==> config.mk <==
export PLATFORM = sky130hd
export DESIGN_NAME = dcache_read_port_arbiter
export DESIGN_NICKNAME = d
export VERILOG_FILES = /design/src/rtl/dcache_arb_pkg.sv /design/src/rtl/rr_starve_picker.sv /design/src/rtl/dcache_read_port_arbiter.sv
export SDC_FILE = /design/constraint.sdc
export NUM_CORES = 1
export LEC_CHECK = 0
export ABC_AREA = 0
export BUFFER_PORTS_ARGS = -buffer_cell sky130_fd_sc_hd__buf_2
export CAP_MARGIN = 20
export CORE_AREA = 2 2 183 185
export CTS_BUF_LIST = sky130_fd_sc_hd__clkbuf_4 sky130_fd_sc_hd__clkbuf_8
export CTS_CLUSTER_SIZE = 16
export DETAILED_ROUTE_END_ITERATION = 6
export DIE_AREA = 0 0 185 187
export PLACE_DENSITY_LB_ADDON = 0.08
export SLEW_MARGIN = 10
export SYNTH_ARGS = -nofsm -noshare
export SYNTH_HDL_FRONTEND = slang
export SYNTH_HIERARCHICAL = 1
export SYNTH_SLANG_ARGS = --single-unit
==> constraint.sdc <==
create_clock -name clk -period 7 [get_ports clk]
set_input_delay 1.05 -clock clk [delete_from_list [all_inputs] [get_ports clk]]
set_output_delay 1.05 -clock clk [all_outputs]
set_load 0.02 [all_outputs]
==> src/rtl/dcache_arb_pkg.sv <==
// Shared types and default sizing for the DCache port arbiters.
// The typedefs match the default configuration; the arbiters rebuild them from their own parameters.
package dcache_arb_pkg;

  localparam int unsigned DEF_NUM_REQ      = 4;
  localparam int unsigned DEF_RD_LATENCY   = 2;
  localparam int unsigned DEF_STARVE_LIMIT = 7;

  function automatic int unsigned ageWidth(input int unsigned limit);
    return $clog2(limit + 1);
  endfunction

  localparam int unsigned DEF_AGE_W = ageWidth(DEF_STARVE_LIMIT);

  typedef logic [DEF_NUM_REQ-1:0] ReqOneHot;
  typedef logic [DEF_AGE_W-1:0]   AgeCount;

  typedef struct packed {
    logic     valid;
    ReqOneHot id;
  } RspPipeEntry;

endpackage

==> src/rtl/rr_starve_picker.sv <==
// Combinational winner select: a starved requester (lowest index) beats round-robin order.
// Shared with the write-port arbiter.
module rr_starve_picker #(
  parameter int unsigned NumReq      = 4,
  parameter int unsigned AgeW        = 3,
  parameter int unsigned StarveLimit = 7,
  parameter int unsigned IdxW        = (NumReq > 1) ? $clog2(NumReq) : 1
) (
  input  logic                   en_i,
  input  logic [NumReq-1:0]      valid_i,
  input  logic [NumReq*AgeW-1:0] age_i,
  input  logic [IdxW-1:0]        rr_ptr_i,
  output logic                   found_o,
  output logic [IdxW-1:0]        winner_o,
  output logic [NumReq-1:0]      grant_o
);

  logic            starved_found;
  logic [IdxW-1:0] starved_idx;
  logic [IdxW-1:0] rr_idx;
  int unsigned     idx;

  always_comb begin
    starved_found = 1'b0;
    starved_idx   = '0;
    rr_idx        = '0;
    idx           = 0;
    // Descending scans: the last hit wins, i.e. lowest index / nearest to rr_ptr.
    for (int i = NumReq - 1; i >= 0; i--) begin
      if (valid_i[i] && (age_i[i*AgeW +: AgeW] == AgeW'(StarveLimit))) begin
        starved_found = 1'b1;
        starved_idx   = IdxW'(i);
      end
    end
    for (int k = NumReq - 1; k >= 0; k--) begin
      idx = 32'(rr_ptr_i) + 32'(k);
      if (idx >= NumReq) idx = idx - NumReq;
      if (valid_i[IdxW'(idx)]) rr_idx = IdxW'(idx);
    end
    found_o  = en_i & (|valid_i);
    winner_o = starved_found ? starved_idx : rr_idx;
    grant_o  = '0;
    if (found_o) grant_o[winner_o] = 1'b1;
  end

endmodule

==> src/rtl/dcache_read_port_arbiter.sv <==
// Shares the DCache LSU read port between load-side requesters and routes each
// hit/data response back to the requester that issued it.
module dcache_read_port_arbiter
  import dcache_arb_pkg::*;
#(
  parameter int unsigned NUM_REQ      = DEF_NUM_REQ,
  parameter int unsigned RD_LATENCY   = DEF_RD_LATENCY,
  parameter int unsigned STARVE_LIMIT = DEF_STARVE_LIMIT,
  parameter int unsigned ADDR_W       = 32,
  parameter int unsigned LINE_W       = 128,
  parameter int unsigned AL_W         = 6
) (
  input  logic                      clk,
  input  logic                      rst,
  input  logic [NUM_REQ-1:0]        req_valid,
  input  logic [NUM_REQ*ADDR_W-1:0] req_addr,
  input  logic [NUM_REQ-1:0]        req_uncachable,
  input  logic [NUM_REQ*AL_W-1:0]   req_al_ptr,
  input  logic [NUM_REQ-1:0]        req_flush,
  output logic [NUM_REQ-1:0]        req_grant,
  input  logic                      dc_read_busy,
  output logic                      dc_read_req,
  output logic [ADDR_W-1:0]         dc_read_addr,
  output logic                      dc_read_uncachable,
  output logic [AL_W-1:0]           dc_read_al_ptr,
  input  logic                      dc_read_hit,
  input  logic [LINE_W-1:0]         dc_read_data,
  output logic [NUM_REQ-1:0]        rsp_valid,
  output logic                      rsp_hit,
  output logic [LINE_W-1:0]         rsp_data
);

  localparam int unsigned AgeW = ageWidth(STARVE_LIMIT);
  localparam int unsigned IdxW = (NUM_REQ > 1) ? $clog2(NUM_REQ) : 1;

  typedef struct packed {
    logic               valid;
    logic [NUM_REQ-1:0] id;
  } PipeEntry;

  logic                    found;
  logic [IdxW-1:0]         winner;
  logic [IdxW-1:0]         rr_ptr_q;
  logic [NUM_REQ*AgeW-1:0] age_q, age_d;
  logic [NUM_REQ-1:0]      port_id_q;
  PipeEntry [RD_LATENCY-1:0] pipe_q, pipe_d;
  PipeEntry                last_stage;
  logic [ADDR_W-1:0]       sel_addr;
  logic                    sel_unc;
  logic [AL_W-1:0]         sel_al;

  rr_starve_picker #(
    .NumReq      (NUM_REQ),
    .AgeW        (AgeW),
    .StarveLimit (STARVE_LIMIT),
    .IdxW        (IdxW)
  ) u_picker (
    .en_i     (rst & ~dc_read_busy),
    .valid_i  (req_valid),
    .age_i    (age_q),
    .rr_ptr_i (rr_ptr_q),
    .found_o  (found),
    .winner_o (winner),
    .grant_o  (req_grant)
  );

  always_comb begin
    sel_addr = '0;
    sel_unc  = 1'b0;
    sel_al   = '0;
    age_d    = age_q;
    for (int i = 0; i < NUM_REQ; i++) begin
      if (req_grant[i]) begin
        sel_addr = req_addr[i*ADDR_W +: ADDR_W];
        sel_unc  = req_uncachable[i];
        sel_al   = req_al_ptr[i*AL_W +: AL_W];
      end
      if (!dc_read_busy) begin
        if (!req_valid[i] || req_grant[i]) begin
          age_d[i*AgeW +: AgeW] = '0;
        end else if (found && (age_q[i*AgeW +: AgeW] != AgeW'(STARVE_LIMIT))) begin
          age_d[i*AgeW +: AgeW] = age_q[i*AgeW +: AgeW] + 1'b1;
        end
      end
    end
  end

  // Flush kills matching ids everywhere, including the request sitting on the port now;
  // a grant made in the flush cycle is still in the picker and survives.
  always_comb begin
    pipe_d          = pipe_q;
    pipe_d[0].valid = dc_read_req;
    pipe_d[0].id    = port_id_q & ~req_flush;
    for (int s = 1; s < RD_LATENCY; s++) begin
      pipe_d[s].valid = pipe_q[s-1].valid;
      pipe_d[s].id    = pipe_q[s-1].id & ~req_flush;
    end
  end

  always_ff @(posedge clk or negedge rst) begin
    if (!rst) begin
      rr_ptr_q           <= '0;
      age_q              <= '0;
      port_id_q          <= '0;
      pipe_q             <= '0;
      dc_read_req        <= 1'b0;
      dc_read_addr       <= '0;
      dc_read_uncachable <= 1'b0;
      dc_read_al_ptr     <= '0;
    end else begin
      age_q       <= age_d;
      pipe_q      <= pipe_d;
      port_id_q   <= req_grant;
      dc_read_req <= found;
      if (found) begin
        rr_ptr_q           <= (winner == IdxW'(NUM_REQ - 1)) ? '0 : winner + 1'b1;
        dc_read_addr       <= sel_addr;
        dc_read_uncachable <= sel_unc;
        dc_read_al_ptr     <= sel_al;
      end
    end
  end

  assign last_stage = pipe_q[RD_LATENCY-1];
  assign rsp_valid  = last_stage.valid ? (last_stage.id & ~req_flush) : '0;
  assign rsp_hit    = dc_read_hit & (|rsp_valid);
  assign rsp_data   = dc_read_data;

endmodule

## Word-level counts from Yosys, hierarchy flattened

Index checks and enable logic that the tools add are counted.

- Output and inout port bits: 177
- Logic and storage cells: 130
- Input port bits: 296
- Flip-flop bits (word level): 68

- Reduce and logical (&&, ||, !) cells: 27
- Eq/ne operators: 9
- $add $sub $neg: 12
- Bitwise gates (word level): 8
- Mux-type cells: 50
- Order comparisons: 10

Operators with widths:

| cell | number |
|---|---|
| 32-bit 2-to-1 mux | 4 |
| 2-bit 2-to-1 mux | 14 |
| 3-bit 2-to-1 mux | 8 |
| 6-bit 2-to-1 mux | 4 |
| 2-bit by 3-bit < comparator with 1-bit output, second input constant | 5 |
| 1-bit 2-to-1 mux | 13 |
| 3-bit by 1-bit adder with 3-bit output, second input constant | 4 |
| 4-bit AND | 3 |
| 3-bit == test, second input constant | 4 |
| 3-bit inequality test, second input constant | 4 |
| 3-bit >= comparator, second input constant | 3 |
| 1-bit logical AND | 9 |
| 1-bit binary-select mux with 2-bit select | 4 |
| 4-bit 2-to-1 mux | 2 |
| 2-bit AND reduction | 4 |
| 2-bit nonzero test | 4 |
| 4-bit OR reduction | 2 |
| 2-bit by 1-bit subtractor with 2-bit output, second input constant | 4 |
| 2-bit by 2-bit adder with 3-bit output, second input constant | 2 |
| 1-bit zero test | 4 |
| 1-bit logical OR | 4 |
| 4-bit NOT | 1 |
| 2-bit by 1-bit adder with 3-bit output, second input constant | 1 |
| 1-bit AND | 3 |
| 6 further kinds | 6 |

## Depth between registers and ports, before layout

- Depth after elaboration: 19
- Mapped depth: 11
- Depth with buffers taken out: 8

## Modules after synthesis

Netlist, hierarchy kept.

By module, submodules not included:

| module | instances | area each (µm²) | cells an instance |
|---|---|---|---|
| dcache_read_port_arbiter | 1 | 4578.1 | 521 |
| rr_starve_picker | 1 | 250.2 | 31 |

## Least setup slack after synthesis

Ideal clock, no wire load.

- Path type: input -> output
- Start point: input req_valid[0]
- End point: output req_grant[2]
- Data required time: 5.950 ns
- Buffers on the path: 0
- Path slack: 3.558 ns
- Cell stages on the path: 5
- Arrival time: 2.392 ns
- Cell sequence: nand4_2 > nand2_2 > a2bb2oi_2 > o31ai_4 > nor4_1

- Cells in the longest elaborated chain, start to end: 12
- Elaborated cells on any way between the ends: 24
- Classes of those cells: 2 x order compare; 18 x mux; 1 x bitwise; 3 x reduce/logical

RTL lines:

| what | line | source |
|---|---|---|
| start, declared | dcache_read_port_arbiter.sv:15 | `input logic [NUM_REQ-1:0] req_valid,` |
| 1-bit binary-select mux with 2-bit select | rr_starve_picker.sv:38 | `if (valid_i[IdxW'(idx)]) rr_idx = IdxW'(idx);` |
| 1-bit 2-to-1 mux (implied by the code) | rr_starve_picker.sv:38 |  |
| 2-bit 2-to-1 mux (4 in series) | rr_starve_picker.sv:38 |  |
| 2-bit 2-to-1 mux * | rr_starve_picker.sv:41 | `winner_o = starved_found ? starved_idx : rr_idx;` |
| net winner[0] | dcache_read_port_arbiter.sv:42 | `logic [IdxW-1:0] winner;` |
| 2-bit by 3-bit < comparator with 1-bit output (implied by the code) or 2-bit by 1-bit >= comparator with 1-bit output (tied branches) | rr_starve_picker.sv:43 | `if (found_o) grant_o[winner_o] = 1'b1;` |
| 1-bit logical AND (implied by the code) | rr_starve_picker.sv:43 |  |
| 1-bit 2-to-1 mux (implied by the code) | rr_starve_picker.sv:43 |  |
| 1-bit demux with 2-bit select * | -- |  |
| 4-bit 2-to-1 mux * | rr_starve_picker.sv:43 |  |
| end, declared | dcache_read_port_arbiter.sv:20 | `output logic [NUM_REQ-1:0] req_grant,` |

The timed path passes the listed nets; every way through them passes the cells marked *. The select of a mux whose other input is x is not followed.

## Worst setup path after layout

- Start point: input rst
- End point: output req_grant[3]

- Cells in the longest elaborated chain, start to end: 3

RTL lines:

| what | line | source |
|---|---|---|
| start, declared | dcache_read_port_arbiter.sv:14 | `input logic rst,` |
| 1-bit AND | dcache_read_port_arbiter.sv:58 | `.en_i (rst & ~dc_read_busy),` |
| 1-bit AND | rr_starve_picker.sv:40 | `found_o = en_i & (\|valid_i);` |
| net found | dcache_read_port_arbiter.sv:41 | `logic found;` |
| 4-bit 2-to-1 mux | rr_starve_picker.sv:43 |  |

The timed path passes the listed nets, and every way through them passes these cells.

==> results.py <==
metrics = {
    "run_status": {
        "status": "finished clean",
    },
    "place": {
        "gp_congestion": 0.749,
        "io_buffers": 216,
        "dpl.hpwl_um": 16600,
    },
    "yosys": {
        "syn_avg_cell_area_um2": 8.75,
        "syn_area_um2": 4830,
        "ys_ff_latch": 68,
        "synth-xor-area-share_pct": 0,
        "synth.distinct_cells": 43,
        "synthFlopType": "dfrtp_1",
        "synth_edf_count": 0,
        "synthSimpleGateAreaFrac_pct": 18.8,
        "synth_cells": 552,
        "syn_nets": 857,
        "synthMuxAreaShare_pct": 1.81,
        "ys_seq_area_share_pct": 35.2,
        "synth_common_cells": "131 x buf_4, 68 x dfrtp_1, 43 x nand2_1",
        "synth_top_area_cell": "dfrtp_1",
        "yosysMostFrequentCell": "buf_4",
        "synth_compound_area_share_pct": 17.7,
        "synth_top_family_by_area": "buffers and inverters",
        "postSynth.asyncResetShare_pct": 100,
        "synthAdderAreaFrac_pct": 2.33,
        "synth_area_leaders": "dfrtp_1 35%, buf_4 20%, nand3b_1 5.6%, a31oi_1 5.1%, a21oi_1 4.1%",
        "ys_warn_count": 6,
        "yosys.area.top_type_share_pct": 35.2,
    },
    "cts": {
        "cts_tree": "done",
        "cts_resized": 0,
        "cts.sinks": 68,
        "cts.path.max_buffers": 2,
        "clk_pin_slew_ns": 0.08,
        "cts_buffers": 9,
        "htreeDepth": 3,
        "cts_hold_buf": 0,
        "clk_latency_ns": 0.37,
        "cts_setup_buffers": 0,
        "cts_root_buffer": "clkbuf_8",
    },
    "min_path": {
        "hp-class": "flip-flop to flip-flop",
    },
    "cells_and_area": {
        "final_nets": 926,
        "nFillCells": 3793,
        "syn_to_final_growth_pct": 16.8,
        "drive_gt1_share_pct": 42.3,
    },
    "die": {
        "die_w_um": 185,
        "fp.dieH_um": 187,
        "rows": 67,
        "dieArea_um2": 34600,
        "core_area_um2": 32900,
        "start_util_pct": 14.7,
        "pin_count": 473,
    },
    "critical_path": {
        "end_kind": "primary output",
        "crit_arrival_ns": 3.32,
        "worstSetupStartpointType": "input port",
        "critical_path_class": "input port to primary output",
        "cp_max_fo": 24,
        "crit_required_ns": 5.95,
    },
    "sta": {
        "min_period_over_period_pct": 62.4,
        "finalSetupViolCount": 0,
        "slew_viol_final": 0,
        "maxSlewHeadroom_pct": 23.0,
        "fin_tns_setup_ns": 0,
        "worstMarginPinSlew_ns": 1.16,
        "final_hold_viol_count": 0,
        "skew_ns": 0.0181,
        "fmax_mhz": 229,
        "rsz0062_at_grt": "false",
        "period_needed_ns": 4.37,
        "whs_ns": 0.354,
    },
    "drt": {
        "vias": 4408,
        "first_iter_violations": 207,
        "viasPerCell": 4.09,
        "avgRoutedWirePerCell_um": 21.2,
        "drt-total-wl_um": 22900,
        "dr.pass1.iters": 7,
        "ant_nets": 0,
        "drc_errors": 0,
    },
    "global_route": {
        "antenna_found_initial": 3,
        "grt_pass1_wl_um": 31900,
        "grt_max_degree": 63,
        "grt_use_total_pct": 12.7,
        "grt_pass1_vias": 4398,
        "grt_overflow": 0,
    },
    "run": {
        "drv_cap": 0,
    },
    "pwr": {
        "ir_drop_mv": 0.0678,
        "powerDensity_nw_per_um2": 246,
        "p_leak_nw": 2.50,
    },
}
-- critical path, cell delays in order --
cell and delay, ns:
buf_4 0.23, nor2b_1 0.19, o41ai_2 0.14, inv_2 0.38
and3_2 0.61, buf_4 0.43, buf_2 0.24
-- layout make-up --
class | instances | area, um^2 | share of cell area (%)
Antenna cell | 3 | 7.51 | 0.133
Clock buffer | 9 | 124 | 2.20
Clock inverter | 7 | 98.8 | 1.75
Inverter | 8 | 30.0 | 0.533
Multi-Input combinational cell | 312 | 1990 | 35.2
Sequential cell | 68 | 1700 | 30.2
Tap cell | 448 | 561 | 9.94
Timing Repair Buffer | 222 | 1130 | 20.0
-- final timing paths --
kind,startpoint,endpoint,depth (start not counted),slack (ns)
max in group asynchronous,rst,dc_read_addr[29],2,5.34
max,rst,req_grant[3],7,2.63
min reg2reg,pipe_d[9],last_stage[4],0,0.35
min in group asynchronous,rst,last_stage[1],1,0.52
min,pipe_d[9],last_stage[4],0,0.35
max reg2reg,rr_ptr_q[1],dc_read_addr[15],8,3.73
-- registers in the layout (all words and copies together) (netlist names) --
name and flops:
port_id_q 4, dc_read_uncachable 1, rr_ptr_q 2, last_stage 5, dc_read_addr 32, dc_read_al_ptr 6
pipe_q 4, dc_read_req 1, age_q 12, pipe_d 1
-- per-layer routing --
layer  wire length (um)  GRT usage [%]  vias up
met5                  0              0        -
li1                   -              -     1963
met3               2530           5.80       31
met4                443           3.91        0
met2              11000           21.4      301
met1               8860           14.3     2113
-- logic make-up after synthesis --
group                    after synthesis
flip-flops                            68
multiplexers                           8
adder cells (fa/ha/maj)                9
buffers and inverters                172
AND/OR/NAND/NOR                      156
AO/OA/AOI/OAI                        139
-- report_power, final --
part	internal, mW	switching [mW]	leakage, nW
clock	0.203	0.200	0.110
combinational	0.170	0.304	1.53
sequential	0.463	0.0457	0.854
total	0.836	0.549	2.50
-- stage by stage --
step	std cells	power [mW]	setup slack (ns)	area, um^2	util (%)
final	1077	1.39	2.63	5640	17.2
after global routing	1074	1.48	2.43	5630	17.1
after CTS	1074	1.43	2.56	5630	17.1
after detailed placement	1058	1.00	2.57	5410	16.5
after global placement	1058	1.00	2.62	5410	16.5
after floorplan	552	0.889	3.56	4830	-
-- layout by cell type, fill, tap and decap left out, types with 3 or more instances in the layout --
master / synthesis / final
o22ai_1: 4 / 4
clkbuf_8: 0 / 9
ha_1: 9 / 9
nor4b_1: 3 / 3
nor2b_1: 10 / 10
a31oi_1: 39 / 39
mux2_2: 6 / 6
nand3b_1: 36 / 36
inv_1: 8 / 6
dfrtp_1: 68 / 68
and3b_1: 3 / 3
nand3_1: 39 / 39
a22o_1: 8 / 8
buf_2: 14 / 215
buf_4: 131 / 7
diode_2: 0 / 3
o21ai_0: 36 / 36
a21oi_1: 40 / 40
nand2b_1: 6 / 5
a31o_2: 4 / 4
nand2_1: 43 / 43
No activity file was read; power rests on OpenSTA's default activity.
